### src/rtl/lane_deskew.sv
// lane_deskew: multi-lane deskew buffer aligned on a MARKER word.
// Each lane owns a DEPTH-word ring; once every lane has captured a marker the
// lanes are popped together and emitted as one registered word set.
// Optional statistics (lane_skew, err_count) are built only when the macro
// DESKEW_STATS_EN is defined; otherwise those ports are tied to zero.
module lane_deskew #(
  parameter int unsigned      WIDTH  = 36,
  parameter int unsigned      NLANE  = 4,
  parameter int unsigned      DEPTH  = 8,
  parameter logic [WIDTH-1:0] MARKER = 36'h0_0000_00BC,
  parameter logic [WIDTH-1:0] MMASK  = 36'h0_0000_00FF,
  localparam int unsigned     AW     = $clog2(DEPTH)
) (
  input  logic                      clk,
  input  logic                      init_n,
  input  logic [NLANE-1:0]          lane_valid,
  input  logic [NLANE*WIDTH-1:0]    lane_data,
  input  logic                      realign,
  output logic                      out_valid,
  output logic [NLANE*WIDTH-1:0]    out_data,
  output logic                      aligned,
  output logic                      skew_err,
  output logic [NLANE*(AW+1)-1:0]   lane_skew,
  output logic [7:0]                err_count
);

  localparam logic [AW:0]   OccFull = (AW+1)'(DEPTH);
  localparam logic [AW:0]   OccOne  = (AW+1)'(1);
  localparam logic [AW-1:0] PtrOne  = AW'(1);

  typedef enum logic [0:0] {StHunt, StAligned} state_e;

  state_e                 state_q, state_d;
  logic [NLANE-1:0]       seen_q, seen_d;
  logic [AW-1:0]          wr_ptr_q [NLANE];
  logic [AW-1:0]          wr_ptr_d [NLANE];
  logic [AW-1:0]          rd_ptr_q [NLANE];
  logic [AW-1:0]          rd_ptr_d [NLANE];
  logic [AW:0]            occ_q    [NLANE];
  logic [AW:0]            occ_d    [NLANE];
  logic [WIDTH-1:0]       mem_q    [NLANE][DEPTH];

  logic                   out_valid_q, out_valid_d;
  logic [NLANE*WIDTH-1:0] out_data_q, out_data_d;
  logic                   skew_err_q, skew_err_d;

  logic [WIDTH-1:0]       lane_word  [NLANE];
  logic [WIDTH-1:0]       pop_word   [NLANE];
  logic [AW-1:0]          wr_addr    [NLANE];
  logic [NLANE-1:0]       is_marker, accept, ovf_lane, wr_en, pop_marker;
  logic                   rd_en, overflow, mismatch, err, flush;

  // Decode this cycle's writes, the joint read and any error condition.
  always_comb begin
    rd_en = (state_q == StAligned);
    for (int i = 0; i < NLANE; i++) begin
      lane_word[i] = lane_data[i*WIDTH +: WIDTH];
      is_marker[i] = (lane_word[i] & MMASK) == (MARKER & MMASK);
      // A lane is ready if it holds a word or one is arriving now (bypass).
      if (occ_q[i] == '0 && !lane_valid[i]) rd_en = 1'b0;
    end
    for (int i = 0; i < NLANE; i++) begin
      // Unseen lanes discard everything up to their first marker.
      accept[i]     = lane_valid[i] && (seen_q[i] || is_marker[i]);
      ovf_lane[i]   = accept[i] && (occ_q[i] == OccFull) && !rd_en;
      wr_en[i]      = accept[i] && !ovf_lane[i];
      wr_addr[i]    = seen_q[i] ? wr_ptr_q[i] : '0;
      pop_word[i]   = (occ_q[i] == '0) ? lane_word[i] : mem_q[i][rd_ptr_q[i]];
      pop_marker[i] = (pop_word[i] & MMASK) == (MARKER & MMASK);
    end
    overflow = |ovf_lane;
    // Popped set must be all markers or no markers.
    mismatch = rd_en && (pop_marker != '0) && (pop_marker != '1);
    err      = overflow | mismatch;
    flush    = err | realign;
  end

  // Next-state for pointers, occupancies, lock state and registered outputs.
  always_comb begin
    state_d     = state_q;
    seen_d      = seen_q;
    wr_ptr_d    = wr_ptr_q;
    rd_ptr_d    = rd_ptr_q;
    occ_d       = occ_q;
    out_valid_d = rd_en && !flush;
    out_data_d  = out_data_q;
    skew_err_d  = err;
    if (out_valid_d) begin
      for (int i = 0; i < NLANE; i++) out_data_d[i*WIDTH +: WIDTH] = pop_word[i];
    end
    if (flush) begin
      state_d = StHunt;
      seen_d  = '0;
      for (int i = 0; i < NLANE; i++) begin
        wr_ptr_d[i] = '0;
        rd_ptr_d[i] = '0;
        occ_d[i]    = '0;
      end
    end else begin
      for (int i = 0; i < NLANE; i++) begin
        if (wr_en[i]) wr_ptr_d[i] = wr_addr[i] + PtrOne;
        if (rd_en)    rd_ptr_d[i] = rd_ptr_q[i] + PtrOne;
        case ({wr_en[i], rd_en})
          2'b10:   occ_d[i] = occ_q[i] + OccOne;
          2'b01:   occ_d[i] = occ_q[i] - OccOne;
          default: occ_d[i] = occ_q[i];
        endcase
      end
      seen_d = seen_q | wr_en;
      if (state_q == StHunt && (&seen_d)) state_d = StAligned;
    end
  end

  // Control and output registers.
  always_ff @(posedge clk or negedge init_n) begin
    if (!init_n) begin
      state_q     <= StHunt;
      seen_q      <= '0;
      out_valid_q <= 1'b0;
      out_data_q  <= '0;
      skew_err_q  <= 1'b0;
      for (int i = 0; i < NLANE; i++) begin
        wr_ptr_q[i] <= '0;
        rd_ptr_q[i] <= '0;
        occ_q[i]    <= '0;
      end
    end else begin
      state_q     <= state_d;
      seen_q      <= seen_d;
      out_valid_q <= out_valid_d;
      out_data_q  <= out_data_d;
      skew_err_q  <= skew_err_d;
      wr_ptr_q    <= wr_ptr_d;
      rd_ptr_q    <= rd_ptr_d;
      occ_q       <= occ_d;
    end
  end

  // Lane ring storage; contents are meaningless after a flush so no reset.
  always_ff @(posedge clk) begin
    for (int i = 0; i < NLANE; i++) begin
      if (wr_en[i]) mem_q[i][wr_addr[i]] <= lane_word[i];
    end
  end

  assign out_valid = out_valid_q;
  assign out_data  = out_data_q;
  assign skew_err  = skew_err_q;
  assign aligned   = (state_q == StAligned);

`ifdef DESKEW_STATS_EN
  logic [NLANE*(AW+1)-1:0] lane_skew_q, lane_skew_d;
  logic [7:0]              err_count_q, err_count_d;

  // Latch per-lane fill at lock; count error pulses with saturation.
  always_comb begin
    lane_skew_d = lane_skew_q;
    err_count_d = err_count_q;
    if (state_q == StHunt && state_d == StAligned) begin
      for (int i = 0; i < NLANE; i++) lane_skew_d[i*(AW+1) +: AW+1] = occ_d[i];
    end
    if (err && err_count_q != 8'hFF) err_count_d = err_count_q + 8'd1;
  end

  // Statistics registers, cleared only by init_n.
  always_ff @(posedge clk or negedge init_n) begin
    if (!init_n) begin
      lane_skew_q <= '0;
      err_count_q <= '0;
    end else begin
      lane_skew_q <= lane_skew_d;
      err_count_q <= err_count_d;
    end
  end

  assign lane_skew = lane_skew_q;
  assign err_count = err_count_q;
`else
  assign lane_skew = '0;
  assign err_count = '0;
`endif

endmodule

### config.mk
export PLATFORM = sky130hd
export DESIGN_NAME = lane_deskew
export DESIGN_NICKNAME = d
export VERILOG_FILES = /design/src/rtl/lane_deskew.sv
export SDC_FILE = /design/constraint.sdc
export NUM_CORES = 1
export LEC_CHECK = 0
export CAP_MARGIN = 20
export CORE_UTILIZATION = 45
export DETAILED_ROUTE_END_ITERATION = 8
export PLACE_DENSITY_LB_ADDON = 0.12
export SETUP_SLACK_MARGIN = 0.3
export SKIP_CTS_REPAIR_TIMING = 1
export SLEW_MARGIN = 20
export SYNTH_ARGS = -nofsm -noshare
export SYNTH_HDL_FRONTEND = slang
export SYNTH_SLANG_ARGS = --single-unit
### constraint.sdc
create_clock -name clk -period 6 [get_ports clk]
set_input_delay 0.6 -clock clk [delete_from_list [all_inputs] [get_ports clk]]
set_output_delay 0.6 -clock clk [all_outputs]
set_load 0.02 [all_outputs]
==> impl_metrics.env, run 1 <==
export IMPL_synth_cells=2682
export IMPL_synth_most_common_cell="edfxtp_1"
export IMPL_tightest_slew_ps=964.9
export IMPL_drtIter0Drc=1947
export IMPL_slew_viol_final=0
export IMPL_grt_pass1_wl_um=178800
export IMPL_yosys_area_top_type="edfxtp_1"
export IMPL_crit_type="register to register"
export IMPL_synth_area_um2=53170
export IMPL_synthDominantCellAreaShare_pct=65.06
export IMPL_synthAdderAreaFrac_pct=0.4659
export IMPL_p_int_w=0.01558
export IMPL_avgViaCountPerCell=5.601
export IMPL_fp_dieH_um=345.7
export IMPL_p_per_area_nw_per_um2=307.9
export IMPL_tns_ps=0
export IMPL_switching_power_w=0.003799
export IMPL_endpoint_kind="register"
export IMPL_drv_cap=0
export IMPL_peakVddDrop_v=0.0002695
export IMPL_clockRootBuffer="clkbuf_16"
export IMPL_die_area_um2=119500
export IMPL_routed_top_layer="met5"
export IMPL_clock_skew_ps=30.27
export IMPL_num_io_pins=322
export IMPL_antenna_found_initial=7
export IMPL_max_freq_mhz=218.6
export IMPL_crit_required_ps=6600
export IMPL_htreeDepth=4
export IMPL_area_growth_syn_to_layout_pct=18.39
export IMPL_hold_violations=0
export IMPL_nets=3215
export IMPL_fin_util_pct=53.96
export IMPL_worst_hold_path_type="primary input to asynchronous set/reset pin"
export IMPL_drt_wl_total_um=118300
export IMPL_gr_total_overflow=0
export IMPL_wl_met3_um=6246
export IMPL_drt_antenna_violating_nets=0
export IMPL_place_gp_congestion=0.7255
export IMPL_synth_top_family_by_area="multiplexers"
export IMPL_grt_max_degree=126
export IMPL_path_clk_slew_ps=60
export IMPL_period_needed_ps=4575
export IMPL_die_w_um=345.7
export IMPL_worstPathArrival_ps=5180
export IMPL_yosysWarnings=0
export IMPL_switching_share_pct=19.60
export IMPL_cts_sinks=1343
export IMPL_ys_seq_area_share_pct=74.05
export IMPL_synth_distinct_cells=56
export IMPL_clock_power_share_pct=45.4
export IMPL_rsz0062_at_grt="false"
export IMPL_worst_skew_pair_late_latency_ps=740
export IMPL_power_share_combinational_pct=2.1
export IMPL_drc=0
export IMPL_slew_headroom_pct=35.67
export IMPL_synth_seq_cells=1343
export IMPL_r2r_setup_slack_ps=1420
export IMPL_synth_simple_gate_area_share_pct=3.139
export IMPL_crit_fanout=39
export IMPL_yosys_top_cells_area="edfxtp_1 (65%), mux4_2 (12%), dfrtp_1 (9.0%)"
export IMPL_synthTopCellsByCount="edfxtp_1 (1152), mux4_2 (288), dfrtp_1 (191)"
export IMPL_dr_pass1_iters=6
export IMPL_power_share_sequential_pct=52.5
export IMPL_avgSynthCellArea_um2=19.83
export IMPL_synth_compound_area_share_pct=2.217
export IMPL_grt_total_usage_pct=20.02
export IMPL_synthArstFlopShare_pct=14.22
export IMPL_dr_wl_met2_um=59540
export IMPL_initial_core_util_pct=45.57
export IMPL_synth_edf_count=1152
export IMPL_diodes=0
export IMPL_cts_buffers=144
export IMPL_vias=26256
export IMPL_coreArea_um2=116700
export IMPL_yosys_area_share_xor_xnor_pct=0.3130
export IMPL_layout_worst_path_cycle_share_pct=76.25
export IMPL_dp_hpwl_um=65710
export IMPL_p_leak_nw=21.17
export IMPL_crit_path_start_kind="register"
export IMPL_outcome="finished clean"
export IMPL_setup_viol=0
export IMPL_layout_drive_gt1_share_pct=23.89
export IMPL_wl_met1_um=50560
export IMPL_clock_path_buffers=3
export IMPL_fp_row_count=125
export IMPL_cts_tree="yes"
export IMPL_port_buffers=297
export IMPL_grt_pass1_vias=28212
export IMPL_synth_top_flop_cell="edfxtp_1"
export IMPL_routedWlPerCell_um=25.24
export IMPL_muxShareOfSynthArea_pct=18.13
==> sequential cells by signal, indices dropped and copies added (netlist names) <==
register   flops
out_data     144
seen_q         4
wr_ptr_q      12
rd_ptr_q      12
mem_q       1152
occ_q         16
aligned        1
out_valid      1
skew_err       1
==> layer usage <==
metal	up-vias	global-route usage, %
met5	-	0
met4	14	4.880
met3	151	4.211
met2	623	33.55
met1	13903	26.79
li1	11565	-
==> placed cells by master (no fill, tap or decap), drive strengths merged, types with 4 or more instances in the layout <==
master / instances
a22oi: 4
and2: 8
inv: 24
mux2: 137
nand2: 159
a221o: 7
o21ai: 124
and3: 16
or4: 5
a21oi: 34
mux4: 288
a221oi: 8
clkinv: 48
mux2i: 145
a21o: 6
a2111oi: 9
and4b: 4
conb: 24
clkdlybuf4s50: 295
bufinv: 15
o211ai: 4
edfxtp: 1152
ha: 15
xor2: 10
clkinvlp: 5
clkbuf: 190
nor3: 26
xnor2: 9
or3: 5
nor4: 53
buf: 68
nor2: 47
dfrtp: 191
==> stage by stage <==
stage	area (um2)	worst slack (ps)	hold slack [ps]	total power, W	instances
after global placement	58210	1330	485.9	0.01076	4422
after floorplan	53290	389.9	304.4	0.01048	2705
after CTS	62940	1279	-189.7	0.01961	4687
after detailed placement	58240	1290	491.8	0.01078	4423
final	62950	1425	416.4	0.01938	4688
after global routing	62950	1139	439.0	0.01999	4688
==> kinds of logic after synthesis <==
family | Yosys count
flip-flops | 1343
multiplexers | 570
AND/OR/NAND/NOR | 340
AO/OA/AOI/OAI | 204
buffers and inverters | 187
XOR/XNOR | 19
adder cells (fa/ha/maj) | 18
other | 1
==> layout make-up <==
class                      count  area [um2]
timing repair buffer         364        3561
tap                         1524        1907
clock inverter                74       760.7
fill                        9071       53720
clock buffer                 190        3943
inverter                      18       67.56
sequential                  1343       39410
multi-input combinational   1175       13300
==> power groups by stage <==
stage	registers, W	clock network (W)	logic (W)
6_report	0.0102	0.00880	0.000410
5_1_grt	0.0102	0.00937	0.000453
3_5_place_dp	0.0104	0	0.000417
3_3_place_gp	0.0104	0	0.000400
4_1_cts	0.0102	0.00902	0.000418
2_1_floorplan	0.0104	0	0.000103
==> worst paths after layout <==
| kind | from | to | cells after the start |
|---|---|---|---|
| max | rd_ptr_q[0]$_DFFE_PN0P_ | out_data[89]$_DFFE_PN0P_ | 9 |
| min | init_n | out_data[136]$_DFFE_PN0P_ | 2 |
| max reg2reg | rd_ptr_q[0]$_DFFE_PN0P_ | out_data[89]$_DFFE_PN0P_ | 9 |
| min reg2reg | out_data[17]$_DFFE_PN0P_ | out_data[17]$_DFFE_PN0P_ | 1 |
| max in group asynchronous | init_n | rd_ptr_q[0]$_DFFE_PN0P_ | 3 |
| min in group clk | out_data[17]$_DFFE_PN0P_ | out_data[17]$_DFFE_PN0P_ | 1 |
==> worst max-delay path, stage by stage (launching register included) <==
cell	delay, ps
dfrtp_4	970
mux4_2	600
and3_1	190
a221o_1	270
nor4_1	380
nand2_1	220
and4_1	310
o211ai_4	680
buf_4	470
mux2_4	330
No activity file was read; power rests on OpenSTA's default activity.
==> run 2: changes to the inputs <==
clock period = 4.3 ns   (was 6 ns; I/O delays follow)
==> impl_metrics.env, run 2 (synthesis gave the netlist of run 1 again) <==
export IMPL_outcome="finished clean"
export IMPL_cp_common_cell="a21oi_1"
export IMPL_reg2reg_depth=13
export IMPL_grt_pass1_wl_um=179800
export IMPL_htreeDepth=4
export IMPL_wl_met1_um=51660
export IMPL_period_needed_ps=3869
export IMPL_holdWs_ps=314.9
export IMPL_die_area_um2=119500
export IMPL_dr_pass1_iters=5
export IMPL_grt_pass1_vias=28317
export IMPL_r2r_end="occ_q[3]$_DFFE_PN0P_"
export IMPL_fill_cells=8930
export IMPL_slowest_delay_ps=660
export IMPL_power_share_sequential_pct=52.2
export IMPL_crit_fanout=16
export IMPL_worst_hold_path_type="primary input to asynchronous set/reset pin"
export IMPL_clock_power_share_pct=45.6
export IMPL_path_clk_slew_ps=60
export IMPL_coreArea_um2=116700
export IMPL_crit_chain="or4_1, buf_4, o22ai_1, or3_4, nor2_1, ha_1, a21o_1, a21oi_1, nor3_1, a21oi_1, nor2_1, a21oi_1, nor4_1"
export IMPL_worst_slack_ps=430.7
export IMPL_drv_cap=0
export IMPL_fp_row_count=125
export IMPL_routedWlPerCell_um=25.11
export IMPL_area_growth_syn_to_layout_pct=20.12
export IMPL_num_io_pins=322
export IMPL_switching_share_pct=19.41
export IMPL_setup_viol=0
export IMPL_avgViaCountPerCell=5.583
export IMPL_dr_wl_met2_um=58550
export IMPL_place_gp_congestion=0.7537
export IMPL_crit_path_start_kind="register"
export IMPL_initial_core_util_pct=45.57
export IMPL_path_buf_inv=1
export IMPL_p_leak_nw=21.48
export IMPL_slew_headroom_pct=29.64
export IMPL_largest_reg_flops=1152
export IMPL_r2r_setup_slack_ps=430
export IMPL_cts_sinks=1343
export IMPL_routed_top_layer="met5"
export IMPL_power_share_combinational_pct=2.2
export IMPL_slew_viol_final=0
export IMPL_cpLargestDelayFamily="simple AND/OR/NAND/NOR gates"
export IMPL_cts_tree="yes"
export IMPL_wl_met3_um=6435
export IMPL_p_per_area_nw_per_um2=425.7
export IMPL_drt_wl_total_um=118600
export IMPL_cts_buffers=144
export IMPL_nets=3244
export IMPL_place_ws_ps=49.06
export IMPL_grt_total_usage_pct=20.09
export IMPL_dp_hpwl_um=66200
export IMPL_final_cell_mix="edfxtp_1 (1152), clkdlybuf4s50_1 (295), mux4_2 (288), dfrtp_1 (179), nand2_1 (158)"
export IMPL_gr_total_overflow=0
export IMPL_worst_skew_pair_late_latency_ps=740
export IMPL_hold_violations=0
export IMPL_layout_worst_path_cycle_share_pct=89.98
export IMPL_die_w_um=345.7
export IMPL_vias=26381
export IMPL_p_int_w=0.02191
export IMPL_clock_path_buffers=3
export IMPL_clock_skew_ps=24.05
export IMPL_crit_slowest_cell="or4_1"
export IMPL_peakVddDrop_v=0.0003605
export IMPL_layout_drive_gt1_share_pct=24.87
export IMPL_rr_startpoint="occ_q[1]$_DFFE_PN0P_"
export IMPL_worstPathArrival_ps=4450
export IMPL_rsz0062_at_grt="true"
export IMPL_crit_required_ps=4880
export IMPL_layout_commonest_cell="edfxtp_1"
export IMPL_endpoint_kind="register"
export IMPL_drtIter0Drc=1692
export IMPL_drc=0
export IMPL_crit_type="register to register"
export IMPL_drt_antenna_violating_nets=0
export IMPL_max_freq_mhz=258.4
export IMPL_clockRootBuffer="clkbuf_16"
export IMPL_switching_power_w=0.005277
export IMPL_tightest_slew_ps=1055
export IMPL_fin_util_pct=54.74
export IMPL_port_buffers=297
export IMPL_antenna_found_initial=14
export IMPL_grt_max_degree=101
export IMPL_fp_dieH_um=345.7
export IMPL_tns_ps=0
[run 2: power by group through the flow]
stage	combinational, W	clock (W)	sequential, W
global route	0.000645	0.0132	0.0142
global placement	0.000565	0	0.0145
detailed placement	0.000589	0	0.0145
finish	0.000586	0.0124	0.0142
floorplan	0.000144	0	0.0145
CTS	0.000592	0.0127	0.0142
[run 2: how the worst max path moves through the flow]
stage                                    start                  endpoint  slack (ps)  depth (start not counted)
after floorplan           occ_q[4]$_DFFE_PN0P_   mem_q[1][100]$_DFFE_PP_        -550                          8
after global placement    occ_q[9]$_DFFE_PN0P_  out_data[52]$_DFFE_PN0P_         170                         10
after detailed placement  occ_q[1]$_DFFE_PN0P_      occ_q[3]$_DFFE_PN0P_          50                         13
after CTS                 occ_q[1]$_DFFE_PN0P_      occ_q[3]$_DFFE_PN0P_          30                         13
after global routing      occ_q[1]$_DFFE_PN0P_      occ_q[3]$_DFFE_PN0P_         300                         13
final                     occ_q[1]$_DFFE_PN0P_      occ_q[3]$_DFFE_PN0P_         430                         13
[run 2: layout make-up]
class	count	area, um2	share of cell area [%]
antenna	8	20.02	0.03134
multi-input combinational	1176	13440	21.04
inverter	18	67.56	0.1058
tap	1524	1907	2.985
clock inverter	49	556.8	0.8717
clock buffer	215	4262	6.672
sequential	1343	39410	61.70
timing repair buffer	392	4212	6.594
[run 2: stage by stage]
| stage | std cells | instance area, um2 | total power (W) |
|---|---|---|---|
| after floorplan | 2705 | 53420 | 0.01463 |
| after global placement | 4444 | 58830 | 0.01502 |
| after detailed placement | 4444 | 58830 | 0.01505 |
| after CTS | 4708 | 63650 | 0.02752 |
| after global routing | 4720 | 63860 | 0.02805 |
| final | 4725 | 63870 | 0.02719 |
[run 2: per-layer routing]
metal / vias to the layer above / track usage, %
met5: - / 0
met4: 14 / 5.243
met3: 148 / 4.319
met2: 618 / 32.95
met1: 13970 / 27.35
li1: 11631 / -
==> run 3: changes to the inputs <==
CORE_ASPECT_RATIO = 0.5   (was not set)
==> impl_metrics.env, run 3 (synthesis gave the netlist of run 1 again) <==
export IMPL_outcome="finished clean"
export IMPL_slew_headroom_pct=32.11
export IMPL_htreeDepth=3
export IMPL_p_per_area_nw_per_um2=404.3
export IMPL_slew_viol_final=0
export IMPL_area_growth_syn_to_layout_pct=18.21
export IMPL_fin_cells=4724
export IMPL_antenna_found_initial=12
export IMPL_die_area_um2=119600
export IMPL_clock_path_buffers=3
export IMPL_max_freq_mhz=259.6
export IMPL_layout_commonest_cell="edfxtp_1"
export IMPL_grt_max_degree=90
export IMPL_period_needed_ps=3852
export IMPL_routed_top_layer="met5"
export IMPL_avgViaCountPerCell=5.519
export IMPL_die_w_um=488.1
export IMPL_crit_fanout=29
export IMPL_drtIter0Drc=1841
export IMPL_dr_wl_met2_um=57360
export IMPL_cts_tree="yes"
export IMPL_vias=26073
export IMPL_tightest_slew_ps=1018
export IMPL_dp_cells=4493
export IMPL_worst_skew_pair_late_latency_ps=740
export IMPL_drc=0
export IMPL_drt_antenna_violating_nets=0
export IMPL_rsz0062_at_grt="false"
export IMPL_gr_total_overflow=0
export IMPL_wl_met1_um=51920
export IMPL_routedWlPerCell_um=24.51
export IMPL_nets=3207
export IMPL_fp_dieH_um=245.1
export IMPL_grt_pass1_vias=27285
export IMPL_cts_buffers=117
export IMPL_place_gp_congestion=0.7519
export IMPL_crit_required_ps=4900
export IMPL_port_buffers=297
export IMPL_layout_drive_gt1_share_pct=23.78
export IMPL_peakVddDrop_v=0.0002969
export IMPL_cp_startpoint="occ_q[5]$_DFFE_PN0P_"
export IMPL_worst_hold_path_type="primary input to asynchronous set/reset pin"
export IMPL_grt_total_usage_pct=19.65
export IMPL_tns_ps=0
export IMPL_setup_viol=0
export IMPL_drt_wl_total_um=115800
export IMPL_crit_path_start_kind="register"
export IMPL_crit_type="register to register"
export IMPL_fill_cells=8976
export IMPL_initial_core_util_pct=45.77
export IMPL_power_w=0.02541
export IMPL_num_io_pins=322
export IMPL_dp_hpwl_um=64670
export IMPL_fp_row_count=88
export IMPL_rr_startpoint="occ_q[5]$_DFFE_PN0P_"
export IMPL_endpoint_kind="register"
export IMPL_drv_cap=0
export IMPL_hold_violations=0
export IMPL_largest_reg_flops=1152
export IMPL_final_cell_mix="edfxtp_1 (1152), clkdlybuf4s50_1 (296), mux4_2 (288), dfrtp_1 (179), nand2_1 (159)"
export IMPL_layout_worst_path_cycle_share_pct=89.59
export IMPL_holdWs_ps=315.6
export IMPL_dr_pass1_iters=5
export IMPL_path_clk_slew_ps=70
export IMPL_p_leak_nw=20.96
export IMPL_grt_pass1_wl_um=174700
export IMPL_coreArea_um2=116200
export IMPL_cts_sinks=1343
export IMPL_clock_skew_ps=30.77
export IMPL_clockRootBuffer="clkbuf_16"
export IMPL_wl_met3_um=4317
export IMPL_worstPathArrival_ps=4450
[run 3: cell count changes in the layout (fill, tap and decap cells not counted), sizes merged, moves of 2 or more]
| cell | before | now |
|---|---|---|
| clkbuf | 217 | 154 |
| clkinv | 31 | 50 |
| buf | 94 | 86 |
| clkinvlp | 5 | 3 |
[run 3: through the flow]
step | area, um2 | worst slack, ps | util [%]
2_1_floorplan | 53420 | -550.1 | -
3_3_place_gp | 58940 | 470.3 | 50.74
3_5_place_dp | 58940 | 436.0 | 50.74
4_1_cts | 62810 | 418.5 | 54.07
5_1_grt | 62850 | 300.6 | 54.11
6_report | 62850 | 447.7 | 54.11
[run 3: worst paths after layout]
path	to	slack, ps	depth (start not counted)
min reg2reg	out_data[33]$_DFFE_PN0P_	500	1
max	out_data[51]$_DFFE_PN0P_	450	10
max reg2reg	out_data[51]$_DFFE_PN0P_	450	10
max in group asynchronous	out_data[56]$_DFFE_PN0P_	2930	3
min in group clk	mem_q[3][254]$_DFFE_PP_	440	2
min	out_data[53]$_DFFE_PN0P_	320	2
[run 3: layer usage]
layer | GRT usage, % | vias to the layer above
li1 | - | 11560
met1 | 27.48 | 13915
met2 | 32.01 | 438
met3 | 3.170 | 152
met4 | 5.574 | 8
met5 | 0 | -
[run 3: worst max-delay path, cell delays in order, from the launching register on]
cell,delay [ps]
dfrtp_1,470
or4_1,670
and3_1,210
a221o_1,270
nor4_1,450
nand2_1,210
and4_1,310
o211ai_4,250
buf_12,210
buf_12,250
mux2_2,360
[run 3: power breakdown]
group,switching (W),leakage (nW),internal (W)
logic,0.000354,6.11,0.000223
registers,0.0000168,13.0,0.0142
clock network,0.00473,1.90,0.00593
[run 3: final cells by class]
| type | instances | area [um2] | area share, % |
|---|---|---|---|
| multi-input combinational | 1175 | 13410 | 21.34 |
| inverter | 18 | 67.56 | 0.1075 |
| tap | 1575 | 1971 | 3.135 |
| clock buffer | 154 | 3168 | 5.040 |
| sequential | 1343 | 39410 | 62.69 |
| clock inverter | 68 | 696.9 | 1.109 |
| antenna | 8 | 20.02 | 0.03185 |
| timing repair buffer | 383 | 4114 | 6.545 |
